<file path="src/rtl/wb_stage_buffered.sv">
// Registered RV32IM write-back stage: load alignment/extension, output register,
// and a small FIFO that merges long-latency results into idle write-back slots.
module wb_stage_buffered #(
   parameter int RD_W       = 5,
   parameter int LATE_DEPTH = 4
) (
   input  logic            CLK,
   input  logic            RST,
   input  logic            MEM_VALID,
   input  logic [2:0]      MEM_FUNC3,
   input  logic [1:0]      MEM_ADDR_LO,
   input  logic            MEM_WRITE_ENABLE,
   input  logic            MEM_DATA_MEM_SELECT,
   input  logic [31:0]     MEM_JAL_SELECTED,
   input  logic [31:0]     MEM_DATA_OUT,
   input  logic [RD_W-1:0] MEM_RD,
   input  logic            LATE_VALID,
   input  logic [RD_W-1:0] LATE_RD,
   input  logic [31:0]     LATE_DATA,
   output logic            LATE_READY,
   output logic            STALL_REQ,
   output logic            WB_WRITE_ENABLE,
   output logic [31:0]     WB_WRITE_DATA,
   output logic [RD_W-1:0] WB_RD
);

   localparam int CW = $clog2(LATE_DEPTH + 1);
   localparam int PW = (LATE_DEPTH > 1) ? $clog2(LATE_DEPTH) : 1;
   localparam logic [CW-1:0] FULL_CNT = CW'(LATE_DEPTH);
   localparam logic [PW-1:0] LAST_PTR = PW'(LATE_DEPTH - 1);

   logic [RD_W-1:0] fifo_rd   [LATE_DEPTH];
   logic [31:0]     fifo_data [LATE_DEPTH];
   logic [PW-1:0]   head;
   logic [PW-1:0]   tail;
   logic [CW-1:0]   count;

   logic        full;
   logic        empty;
   logic        pw;
   logic        push;
   logic        pop;
   logic [7:0]  byte_v;
   logic [15:0] half_v;
   logic [31:0] load_data;
   logic [31:0] pipe_data;

   function automatic logic [PW-1:0] next_ptr(input logic [PW-1:0] p);
      return (p == LAST_PTR) ? '0 : p + PW'(1);
   endfunction

   assign full  = (count == FULL_CNT);
   assign empty = (count == '0);
   assign pw    = MEM_VALID & MEM_WRITE_ENABLE & (MEM_RD != '0);

   // Writes to x0 are accepted from the late unit but never stored.
   assign push  = LATE_VALID & LATE_READY & (LATE_RD != '0);
   // The FIFO only wins the slot when the pipeline is idle or the FIFO is full.
   assign pop   = !empty & (!pw | full);

   assign LATE_READY = !full;
   assign STALL_REQ  = full & pw;

   always_comb begin
      byte_v = 8'(MEM_DATA_OUT >> {MEM_ADDR_LO, 3'b000});
      half_v = 16'(MEM_DATA_OUT >> {MEM_ADDR_LO[1], 4'b0000});
      case (MEM_FUNC3)
         3'b000:  load_data = {{24{byte_v[7]}}, byte_v};
         3'b001:  load_data = {{16{half_v[15]}}, half_v};
         3'b100:  load_data = {24'b0, byte_v};
         3'b101:  load_data = {16'b0, half_v};
         default: load_data = MEM_DATA_OUT;
      endcase
      pipe_data = MEM_DATA_MEM_SELECT ? load_data : MEM_JAL_SELECTED;
   end

   always_ff @(posedge CLK) begin
      if (push) begin
         fifo_rd[tail]   <= LATE_RD;
         fifo_data[tail] <= LATE_DATA;
      end
   end

   always_ff @(posedge CLK or posedge RST) begin
      if (RST) begin
         head            <= '0;
         tail            <= '0;
         count           <= '0;
         WB_WRITE_ENABLE <= 1'b0;
         WB_WRITE_DATA   <= '0;
         WB_RD           <= '0;
      end else begin
         if (push) tail <= next_ptr(tail);
         if (pop)  head <= next_ptr(head);
         case ({push, pop})
            2'b10:   count <= count + CW'(1);
            2'b01:   count <= count - CW'(1);
            default: count <= count;
         endcase

         if (pop) begin
            WB_WRITE_ENABLE <= 1'b1;
            WB_WRITE_DATA   <= fifo_data[head];
            WB_RD           <= fifo_rd[head];
         end else if (pw) begin
            WB_WRITE_ENABLE <= 1'b1;
            WB_WRITE_DATA   <= pipe_data;
            WB_RD           <= MEM_RD;
         end else begin
            WB_WRITE_ENABLE <= 1'b0;
         end
      end
   end

endmodule
</file>
<file path="config.mk">
export PLATFORM = sky130hd
export DESIGN_NAME = wb_stage_buffered
export DESIGN_NICKNAME = d
export VERILOG_FILES = /design/src/rtl/wb_stage_buffered.sv
export SDC_FILE = /design/constraint.sdc
export NUM_CORES = 1
export LEC_CHECK = 0
export CAP_MARGIN = 25
export CORE_AREA = 2 2 141 143
export CTS_CLUSTER_SIZE = 40
export DETAILED_ROUTE_END_ITERATION = 6
export DIE_AREA = 0 0 143 145
export GPL_TIMING_DRIVEN = 0
export HOLD_SLACK_MARGIN = 0.02
export PLACE_DENSITY_LB_ADDON = 0.25
export SKIP_CTS_REPAIR_TIMING = 1
export SLEW_MARGIN = 40
export SYNTH_ARGS = -nofsm -noshare
export SYNTH_HDL_FRONTEND = slang
export SYNTH_SLANG_ARGS = --single-unit
</file>
<file path="constraint.sdc">
create_clock -name CLK -period 5.68 [get_ports CLK]
set_input_delay 1.136 -clock CLK [delete_from_list [all_inputs] [get_ports CLK]]
set_output_delay 1.136 -clock CLK [all_outputs]
set_load 0.01 [all_outputs]
</file>
==> run metrics <==
Die Footprint 20740 sq um; clock root buffer clkbuf_16; Slew Limit Fails 0; Critical Path RT 4.54 ns; area occupied by multi-input gates 2764 sq um; Critical Path, Cell by Cell clkdlybuf4s50_1 -> nor3_1 -> a21o_1 -> buf_1 -> nor2_1 -> clkdlybuf4s50_1; max_cap viols 0; largest area contributor in the netlist edfxtp_1; gr usage total 0.2340; Synth Instances roughly 550; io pins 157; first-pass GRT wire length 35880 um; vias in the first global route a little over 6000; status complete, no violations; RSZ-0062 raised after global routing no; post-route ant nets 0; post-synth cell types 47; syn avg cell area 15.46 sq um; maximum vdd drop approximately 0.28 mV; Reg clk slew, reported paths about 0.07 ns; gr busiest metal met2; pwr dens 474.4 nW/um^2; Post-Syn Area 8551 sq um; final hold vios 0; H-tree depth 4; ys async rst share 0.2332; Slew HR 0.5166; clock skew just over 0.007 ns; drc violations 0; clock sinks 193; Yosys top cell area share 0.5198; RD Place Congestion just under 0.9; crit-path max cell delay approximately 0.57 ns; GRT met2 Usage 0.3923; Core ar. between 15000 and 20000 sq um; largest net degree at the start of global routing 41; Die Ht roughly 150 um; #FFs+latches synth 193; fill cell count 1494; most common cell after layout, fill and taps aside clkdlybuf4s50_1; CTS tree built; commonest cells after routing, fill and taps aside 154 x clkdlybuf4s50_1, 148 x edfxtp_1, 45 x dfrtp_1; clock buffer depth 2; placed cell areas around 11000 sq um; Post-synth EDFFs 148; Slew @ Worst Pin 0.7251 ns; CP max FO 10; 1st-iter DRT viols 649; GRT met3 Usage 0.04917; GRT overflow 0; antenna violations before repair 1; Lkg Pwr 0.003836 uW; num rows just over 50; most used cell, CP clkdlybuf4s50_1; worst hold path class flip-flop to flip-flop; number of buffers created by CTS 17; crit end category primary output; starting density of the core 0.4452; critical path arrival 3.67 ns; vias about 5900; Skew-Pair Late Insertion Delay 0.43 ns; Area Growth Syn to Fin 30.44%; vias per cell 5.858; CP startpoint kind input pin; Placed Cells 977; Sequential Area 5570 sq um; register area share after synthesis 0.6514; Highest Clock Rate 208.1 MHz; CP max-delay cell buf_1; Final Non-Filler Cells 1010; die width roughly 140 um; dominant cells by area after synthesis edfxtp_1 52%, dfrtp_1 13%, mux4_2 10%; layout cells sized above 1 0.1720; M1 GR Usage 0.2986; Fin Setup TNS 0 ns; Setup Crit Path Kind input pin to primary output; # setup viols final 0; I/O Buffers between 150 and 200; final layout net count 855; final period demand of the worst path 4.804 ns; Main synth FF type edfxtp_1; hpwl dp between 15000 and 20000 um; synthesized net count 677; fin util 0.5807; post-DR wirelength/cell 23.08 um; Final period util 0.8458; first drt pass iteration count 6; post-route cell area 11150 sq um; Synth Warn # 0; WHS 0.5092 ns; Post-Route WL between 20000 and 25000 um
[final timing paths]
| check | slack, ns | end | depth (start not counted) | from |
|---|---|---|---|---|
| max | 0.88 | STALL_REQ | 6 | MEM_RD[3] |
| min | 0.51 | WB_WRITE_DATA[7]$_DFFE_PP0P_ | 2 | WB_WRITE_DATA[7]$_DFFE_PP0P_ |
| max reg2reg | 2.86 | count[2]$_DFFE_PP0P_ | 10 | count[0]$_DFFE_PP0P_ |
| min reg2reg | 0.51 | WB_WRITE_DATA[7]$_DFFE_PP0P_ | 2 | WB_WRITE_DATA[7]$_DFFE_PP0P_ |
| max in group asynchronous | 4.31 | WB_WRITE_DATA[3]$_DFFE_PP0P_ | 3 | RST |
| min in group asynchronous | 0.94 | tail[1]$_DFFE_PP0P_ | 2 | RST |
[logic make-up (layout without fill, tap and decap cells)]
kind of cell,after synthesis,count (layout),synth area share
flip-flops,193,193,0.6514
other,0,1,0
AO/OA/AOI/OAI,160,160,0.1399
adder cells (fa/ha/maj),7,7,0.01112
XOR/XNOR,3,3,0.003073
buffers and inverters,50,241,0.02649
AND/OR/NAND/NOR,84,84,0.04653
multiplexers,56,56,0.1215
[registers in the layout, summed over array words and instances, names as in the netlist]
register         count
WB_WRITE_ENABLE      1
count                3
fifo_rd             20
fifo_data          128
head                 2
WB_RD                5
tail                 2
WB_WRITE_DATA       32
[cells in the mapped netlist (2+ instances only)]
master	instances
edfxtp_1	148
dfrtp_1	45
mux4_2	38
nand2_1	27
a21oi_1	26
o221ai_1	24
nor2_1	22
clkbuf_1	19
o21ai_0	18
a22oi_1	17
mux2i_1	16
o22ai_1	15
buf_2	13
o21ai_1	12
a21oi_2	11
nor3_1	9
a21o_1	8
a31oi_1	8
inv_1	8
nor2b_1	7
o221ai_2	7
a221oi_2	6
and2_1	6
ha_1	6
inv_2	5
buf_6	3
or3_1	3
a211oi_1	2
and3_1	2
buf_1	2
nor2_2	2
or2_1	2
xor2_1	2
[critical path: cells and delay by family]
kind / cells / cell delay [ns]
buf+inv: 3 / 1.50
simple gates: 2 / 0.63
compound gates: 1 / 0.39
[report_power, final]
group / leakage, uW / internal (uW) / switching, uW
combinational: 0.00167 / 955 / 1030
sequential: 0.00188 / 1910 / 166
clock: 0.000291 / 698 / 530
[stage by stage]
step / setup slack, ns / power, uW
after floorplan: 2.301 / 3239
after global placement: 0.9828 / 3957
after detailed placement: 0.8848 / 4085
after CTS: 0.8721 / 5318
after global routing: 0.7385 / 5552
final: 0.8757 / 5291
[area by class of cell]
type / instances / share of cell area
flip-flops and latches: 193 / 0.4994
clock buffers: 17 / 0.03814
diodes: 1 / 0.0002244
repair buffers: 159 / 0.1479
multi-input cells: 310 / 0.2478
plain buffers: 37 / 0.01593
well taps: 265 / 0.02973
inverters: 13 / 0.004600
clock inverters: 15 / 0.01627
[metal layers]
metal / vias up / part of all wire
met5: - / 0
met3: 52 / 0.078
li1: 2596 / -
met1: 2941 / 0.39
met4: 0 / 0.030
met2: 328 / 0.51
Note: power is estimated with default switching activity, not from simulation.
